<file path="config.mk">
export PLATFORM = sky130hd
export DESIGN_NAME = nibble_acc_reg
export DESIGN_NICKNAME = d
export VERILOG_FILES = /design/src/rtl/nibble_acc_reg.sv
export SDC_FILE = /design/constraint.sdc
export NUM_CORES = 1
export LEC_CHECK = 0
export CAP_MARGIN = 20
export CORE_AREA = 2 2 39 41
export CTS_CLUSTER_DIAMETER = 100
export CTS_CLUSTER_SIZE = 28
export DETAILED_ROUTE_END_ITERATION = 6
export DIE_AREA = 0 0 41 43
export PLACE_DENSITY = 0.32
export SETUP_SLACK_MARGIN = 0.05
export SYNTH_ARGS = -nofsm -noshare
export SYNTH_HDL_FRONTEND = slang
export SYNTH_SLANG_ARGS = --single-unit
</file>
<file path="constraint.sdc">
create_clock -name clk -period 0.8 [get_ports clk]
set_input_delay 0.12 -clock clk [delete_from_list [all_inputs] [get_ports clk]]
set_output_delay 0.12 -clock clk [all_outputs]
set_load 0.005 [all_outputs]
</file>
<file path="src/rtl/nibble_acc_reg.sv">
// Accumulator register A of the Nibbler datapath: load-enabled nibble register.
// Optional zero flag output is enabled by defining NIBBLE_ACC_ZERO_FLAG_EN.
module nibble_acc_reg #(
  parameter int unsigned           WIDTH       = 4,
  parameter logic [WIDTH-1:0]      RESET_VALUE = '0
) (
  input  logic [WIDTH-1:0] dataIn,
  input  logic             reset,
  input  logic             clk,
  input  logic             enable,
  output logic [WIDTH-1:0] dataOut
`ifdef NIBBLE_ACC_ZERO_FLAG_EN
  ,
  output logic             zero
`endif
);

  // Reset outranks enable; otherwise the register holds.
  always_ff @(posedge clk) begin
    if (reset) begin
      dataOut <= RESET_VALUE;
    end else if (enable) begin
      dataOut <= dataIn;
    end
  end

`ifdef NIBBLE_ACC_ZERO_FLAG_EN
  // Decoded from the register so it tracks dataOut, including X.
  assign zero = (dataOut == '0);
`endif

endmodule

</file>
# [Yosys cells after proc, flatten, opt, wreduce, memory -nomap -nowiden]
# Index checks and enable logic that the tools add are counted.
# W data, S select, Z words.
[word_totals] regBits=4 out_inout_bits=4

# [Logic depth before layout (Yosys ltp)]
# Gate-level depths: netlist of run 1.
[depth] depth_word=0 depth_mapped=3 depth_no_buf=2

# [Least setup slack after synthesis of run 1]
# OpenSTA, ideal clock, no wires.
[synth_timing] kind="input -> register" from="input enable" to="register dataOut[0]" arrival_ps=484 n_path_buf=1 setup_ps=114 path_stages=3 setup_slack_ps=202 path_cell_list="clkbuf_2 mux2i_1 nor2_1"
[synth_rtl] item="start: declaration" line="10" rtl="input logic enable,"
[synth_rtl] item="end signal: assignment" line="23" rtl="dataOut <= dataIn;"
[synth_rtl] item="end: declaration" line="11" rtl="output logic [WIDTH-1:0] dataOut"

# [Worst setup path after layout of run 1]
[layout_timing] from="register dataOut[3]" to="output dataOut[3]"
# No word-level cell between the ends.

==> reports/metrics.csv, run 1 <==
stage;metric;value;unit
outcome;status;complete, no violations;
worst_setup_path;cp.required;0.68;ns
finish;reg_top3;dataOut (4);
finish;seq_area;85.08;um^2
placed_design;place_area;270.3;um^2
yosys;yosysUniqueCellTypes;4;
yosys;syn_avg_cell_area;10.78;um^2
timing;relSlewSlack;84.82;%
finish;fill_cells;160;
timing;fmax;1281;MHz
worst_setup_path;worstSetupPathType;reg2out;
global_route;globalRouteMet2Util;4.375;%
finish;stdcell_area;282.8;um^2
yosys;synth_warnings;0;
drt;routed_wl;353;um
finish;antennaDiodeCount;0;
yosys;synth_cells;13;
global_route;grt_pass1_vias;120;
floorplanning;initial_core_util;10.13;%
yosys;synth_fp_nets;20;
global_route;antenna_found_initial;0;
floorplanning;die-area;1763;um^2
finish;synthToLayoutAreaGrowth;101.8;%
drt;wl_per_cell;8.209;um
worst_setup_path;crit_buf_inv;1;
clock_tree;cts-root-buf;clkbuf_4;
hold_path;holdCritPathClass;in2reg;
finish;drive_gt1_share;48.15;%
clock_tree;cts_made_buffers;3;
placed_design;io_buffers;10;
yosys;ys_seq_area_share;57.14;%
worst_setup_path;endpoint_kind;output port;
global_route;grt_pass1_wl;489;um
drt;viasPerCell;3.163;
drt;ant_nets;0;
worst_setup_path;cp.arrival;0.66;ns
timing;finalSetupViolCount;0;
finish;multi_input_area;55.05;um^2
placed_design;gp_congestion;0.5636;
power;ir_worst_vdd;437.5;uV
timing;hold_viol;0;
timing;min_period_over_period;97.58;%
yosys;syn_area;140.1;um^2
floorplanning;die_h;43;um
drt;dr.first_iter.drc_count;0;
timing;fin_skew;0;ns
floorplanning;core-area;1384;um^2
floorplanning;die_w;41;um
job;drv_cap;0;
global_route;gr-total-overflow;0;
global_route;busiest_layer;met4;
clock_tree;clockBufferDepth;2;
clock_tree;htree_levels;1;
clock_tree;cts.sink_count;4;
worst_setup_path;crit_family;flip-flops;
global_route;grt_use_met3;6.806;%
timing;max_slew.worst_pin.slew;0.2277;ns
timing;rsz0062_at_grt;true;
floorplanning;pin_count;11;
yosys;synth_seq_cells;4;
worst_setup_path;cp-start-kind;register;
timing;fin_crit;0.7806;ns
hold_path;holdPathStages;3;
finish;final_nets;36;
power;p_leak;0.0001357;uW
global_route;grt_usage;5.416;%
worst_setup_path;cp_num_cells;1;
timing;setup_tns;0;ns
drt;detail_route.first_pass.iterations;1;
clock_tree;clock_latency;0.23;ns
worst_setup_path;slowest_delay;0.31;ns
worst_setup_path;reg2reg_depth;3;
floorplanning;rows;14;
finish;largest_register;dataOut;
drt;drc;0;
finish;largest_reg_flops;4;
power;powerDensity;1916;nW/um^2
global_route;grt_max_degree;5;
clock_tree;clk_pin_slew;0.04;ns
worst_setup_path;crit_chain;buf_2;
clock_tree;cts_hold_buf;0;
worst_setup_path;crit_slowest_cell;dfxtp_2;
clock_tree;cts_tree;done;
worst_setup_path;critPathMaxFanout;2;
global_route;use_met1;4.808;%
drt;vias;136;
timing;slew_violations;0;
cells by family after synthesis:
logic type,Yosys count,share of synthesized area [%]
buffers and inverters,1,3.568
DFF,4,57.15
muxes,4,28.57
and+or+nand+nor,4,10.71
power breakdown:
group	switching (uW)	total [uW]	internal [uW]
Sequential	6.42	221	215
Clock	77.8	245	167
Combinational	22.6	75.1	52.4
Total	107	542	435
per-stage QoR:
| stage | worst slack [ns] | hold WS (ns) | cells | power (uW) | util (%) |
|---|---|---|---|---|---|
| after floorplan | 0.2019 | 0.1924 | 13 | 244.4 | - |
| after global placement | -0.2978 | 0.5211 | 40 | 309.8 | 19.53 |
| after detailed placement | -0.3037 | 0.5016 | 40 | 306.9 | 19.53 |
| after CTS | 0.002841 | 0.4230 | 43 | 559.5 | 19.98 |
| after global routing | -0.01501 | 0.4575 | 43 | 585.1 | 20.43 |
| final | 0.01938 | 0.4349 | 43 | 541.7 | 20.43 |
per-layer routing:
layer	part of all wire [%]	wire, um	up-vias
li1	-	-	70
met1	43	151	55
met2	34	120	9
met3	22	76	2
met4	1.7	6	0
met5	0	0	-
what timing repair did:
item | in CTS | in global routing
gates resized for setup | 21 | 1
setup buffers | 0 | 0
setup endpoints to repair | 8 | 4
area by class of cell:
cell class / instances / area share (%)
Timing Repair Buffer: 12 / 35.40
Sequential cell: 4 / 30.09
Multi-Input combinational cell: 8 / 19.47
Clock buffer: 3 / 7.965
Tap cell: 16 / 7.080
path summary, 6_finish.rpt:
path	start	slack [ns]	end
setup / recovery	dataOut[3]	0.02	dataOut[3]
hold / removal	enable	0.43	dataOut[1]
setup reg to reg	dataOut[3]	0.09	dataOut[3]
hold reg to reg	dataOut[0]	0.48	dataOut[0]
cell usage after synthesis:
library cell / instances / area [um^2]
clkbuf_2: 1 / 5.000
dfxtp_1: 4 / 80.08
mux2i_1: 4 / 40.04
nor2_1: 4 / 15.01
cell usage in the layout, fill, tap and decap left out, drive strengths merged:
cell | netlist | layout
clkdlybuf4s50 | 0 | 5
buf | 0 | 6
mux2i | 4 | 4
clkbuf | 1 | 3
dfxtp | 4 | 4
nor2 | 4 | 4
dlygate4sd2 | 0 | 1
(Power assumes the default switching activity.)
==> run 2: changes to the inputs <==
--- a/config.mk
+++ b/config.mk
@@ -12,7 +12,6 @@
 export DETAILED_ROUTE_END_ITERATION = 6
 export DIE_AREA = 0 0 41 43
 export PLACE_DENSITY = 0.32
-export SETUP_SLACK_MARGIN = 0.05
 export SYNTH_ARGS = -nofsm -noshare
 export SYNTH_HDL_FRONTEND = slang
 export SYNTH_SLANG_ARGS = --single-unit
==> results of run 2 <==
The final DEF is identical to that of run 1; final timing and power are the same.
==> run 3: changes to the inputs <==
--- a/config.mk
+++ b/config.mk
@@ -5,12 +5,14 @@
 export SDC_FILE = /design/constraint.sdc
 export NUM_CORES = 1
 export LEC_CHECK = 0
+export ABC_CLOCK_PERIOD_IN_PS = 1000
 export CAP_MARGIN = 20
 export CORE_AREA = 2 2 39 41
 export CTS_CLUSTER_DIAMETER = 100
 export CTS_CLUSTER_SIZE = 28
 export DETAILED_ROUTE_END_ITERATION = 6
 export DIE_AREA = 0 0 41 43
+export HOLD_SLACK_MARGIN = 0.15
 export PLACE_DENSITY = 0.32
 export SYNTH_ARGS = -nofsm -noshare
 export SYNTH_HDL_FRONTEND = slang
==> constraint.sdc (replaced) <==
create_clock -name clk -period 1 [get_ports clk]
set_input_delay 0.15 -clock clk [delete_from_list [all_inputs] [get_ports clk]]
set_output_delay 0.15 -clock clk [all_outputs]
set_load 0.005 [all_outputs]
==> reports/metrics.csv, run 3 (synthesized netlist as in run 1, its figures left out) <==
stage;metric;value;unit;change
outcome;status;complete, no violations;;unchanged
clock_tree;ctsResizeCount;4;;was 21
global_route;grt_max_degree;5;;unchanged
worst_setup_path;worstSetupPathType;reg2out;;unchanged
timing;slew_violations;0;;unchanged
timing;fin_crit;0.9427;ns;
finish;reg_top3;dataOut (4);;unchanged
power;ir_worst_vdd;394.5;uV;was 437.5 uV
timing;rsz0062_at_grt;false;;was true
finish;antennaDiodeCount;0;;unchanged
hold_path;holdCritPathClass;reg2reg;;was in2reg
clock_tree;htree_levels;1;;unchanged
global_route;grt_usage;5.332;%;was 5.416%
drt;routed_wl;396;um;was 353 um
power;p_leak;0.0001302;uW;was 0.0001357 uW
finish;final_nets;34;;was 36
global_route;gr-total-overflow;0;;unchanged
clock_tree;cts-root-buf;clkbuf_4;;unchanged
floorplanning;rows;14;;unchanged
clock_tree;cts_made_buffers;3;;unchanged
clock_tree;clock_latency;0.23;ns;about the same
timing;relSlewSlack;83.95;%;was 84.82%
finish;layout_common_cells;clkdlybuf4s50_1, mux2i_1, nor2_1, dfxtp_1, dlygate4sd2_1;;was clkdlybuf4s50_1, mux2i_1, nor2_1, dfxtp_2
timing;worst_hold_slack;0.4893;ns;was 0.4349 ns
timing;min_period_over_period;94.27;%;
timing;hold_viol;0;;unchanged
finish;drive_gt1_share;12.00;%;was 48.15%
finish;fill_cells;158;;was 160
floorplanning;die_h;43;um;unchanged
worst_setup_path;critPathMaxFanout;2;;unchanged
worst_setup_path;cp_num_cells;1;;unchanged
drt;drc;0;;unchanged
power;seqPwrFrac;40.5;%;was 40.9%
job;drv_cap;0;;unchanged
placed_design;io_buffers;10;;unchanged
clock_tree;cts.sink_count;4;;unchanged
worst_setup_path;crit_family;flip-flops;;unchanged
timing;fin_skew;0;ns;unchanged
power;powerDensity;1579;nW/um^2;was 1916 nW/um^2
power;netSwitchingFraction;20.47;%;was 19.72%
drt;viasPerCell;3.073;;was 3.163
finish;largest_reg_flops;4;;unchanged
global_route;antenna_found_initial;0;;unchanged
worst_setup_path;worst-r2r-setup-slack;0.41;ns;was 0.09 ns
finish;final_common_cell;clkdlybuf4s50_1;;unchanged
clock_tree;clk_pin_slew;0.04;ns;about the same
worst_setup_path;endpoint_kind;output port;;unchanged
clock_tree;clockBufferDepth;2;;unchanged
floorplanning;die-area;1763;um^2;unchanged
global_route;grt_pass1_wl;538;um;was 489 um
floorplanning;die_w;41;um;unchanged
power;p_int;342.5;uW;was 434.9 uW
power;p_comb_share;13.1;%;was 13.9%
worst_setup_path;crit_slowest_cell;dfxtp_1;;was dfxtp_2
timing;max_slew.worst_pin.slew;0.2400;ns;was 0.2277 ns
power;clkPwrFrac;46.5;%;was 45.3%
hold_path;holdPathStages;2;;was 3
worst_setup_path;slowest_delay;0.30;ns;was 0.31 ns
placed_design;gp_congestion;0.5612;;was 0.5636
worst_setup_path;cp-start-kind;register;;unchanged
worst_setup_path;cp.required;0.85;ns;was 0.68 ns
finish;final_util;19.71;%;was 20.43%
timing;fmax;1061;MHz;
floorplanning;initial_core_util;10.13;%;unchanged
clock_tree;cts_hold_buf;0;;unchanged
drt;dr.first_iter.drc_count;2;;was 0
timing;finalSetupViolCount;0;;unchanged
finish;largest_register;dataOut;;unchanged
power;p_sw;88.17;uW;was 106.8 uW
drt;detail_route.first_pass.iterations;2;;was 1
drt;ant_nets;0;;unchanged
worst_setup_path;cp.arrival;0.79;ns;was 0.66 ns
drt;wl_per_cell;9.659;um;was 8.209 um
floorplanning;core-area;1384;um^2;unchanged
clock_tree;cts_tree;done;;unchanged
floorplanning;pin_count;11;;unchanged
global_route;grt_pass1_vias;141;;was 120
worst_setup_path;reg2reg_depth;2;;was 3
drt;vias;126;;was 136
clock_tree;cts_setup_buffers;0;;unchanged
worst_setup_path;crit_chain;dlygate4sd2_1;;was buf_2
finish;synthToLayoutAreaGrowth;94.64;%;was 101.8%
worst_setup_path;crit_buf_inv;1;;unchanged
==> run 3: cell type report <==
| type | instances | area (um^2) | share of cell area [%] |
|---|---|---|---|
| sequential | 4 | 80.08 | 29.36 |
| timing repair buffer | 10 | 95.09 | 34.86 |
| clock buffer | 3 | 22.52 | 8.257 |
| multi-input combinational | 8 | 55.05 | 20.18 |
| tap | 16 | 20.02 | 7.339 |
==> run 3: worst paths after layout <==
check | endpoint | startpoint
setup / recovery | dataOut[0] | dataOut[0]
hold / removal | dataOut[2] | dataOut[2]
setup reg to reg | dataOut[0] | dataOut[0]
hold reg to reg | dataOut[2] | dataOut[2]
==> run 3: routing by layer <==
layer	share of wire [%]	vias to the layer above	track usage (%)
met1	47	48	5.825
met4	1.5	0	8.000
li1	-	67	-
met5	0	-	0
met3	16	2	3.141
met2	35	9	5.313
==> run 3: through the flow <==
stage	setup TNS (ns)	total power, uW	setup WS [ns]	std cells	instance area [um^2]
after floorplan	0	195.5	0.3719	13	140.1
after global placement	-0.5490	240.2	-0.1415	38	255.2
after detailed placement	-0.5622	240.3	-0.1581	38	255.2
after CTS	0	448.1	0.03712	41	272.8
after global routing	0	454.6	0.01084	41	272.8
final	0	430.7	0.05733	41	272.8
==> run 3: worst min-delay path, stage by stage, from the launching register on <==
cell,delay [ns]
dfxtp_1,0.31
mux2i_1,0.06
nor2_1,0.08
==> run 3: power groups by stage <==
stage / clock network, uW / registers (uW) / logic (uW)
5_1_grt: 217 / 176 / 61.6
4_1_cts: 216 / 174 / 57.3
3_3_place_gp: 0 / 177 / 63.3
6_report: 200 / 174 / 56.3
3_5_place_dp: 0 / 177 / 62.9
2_1_floorplan: 0 / 178 / 17.7
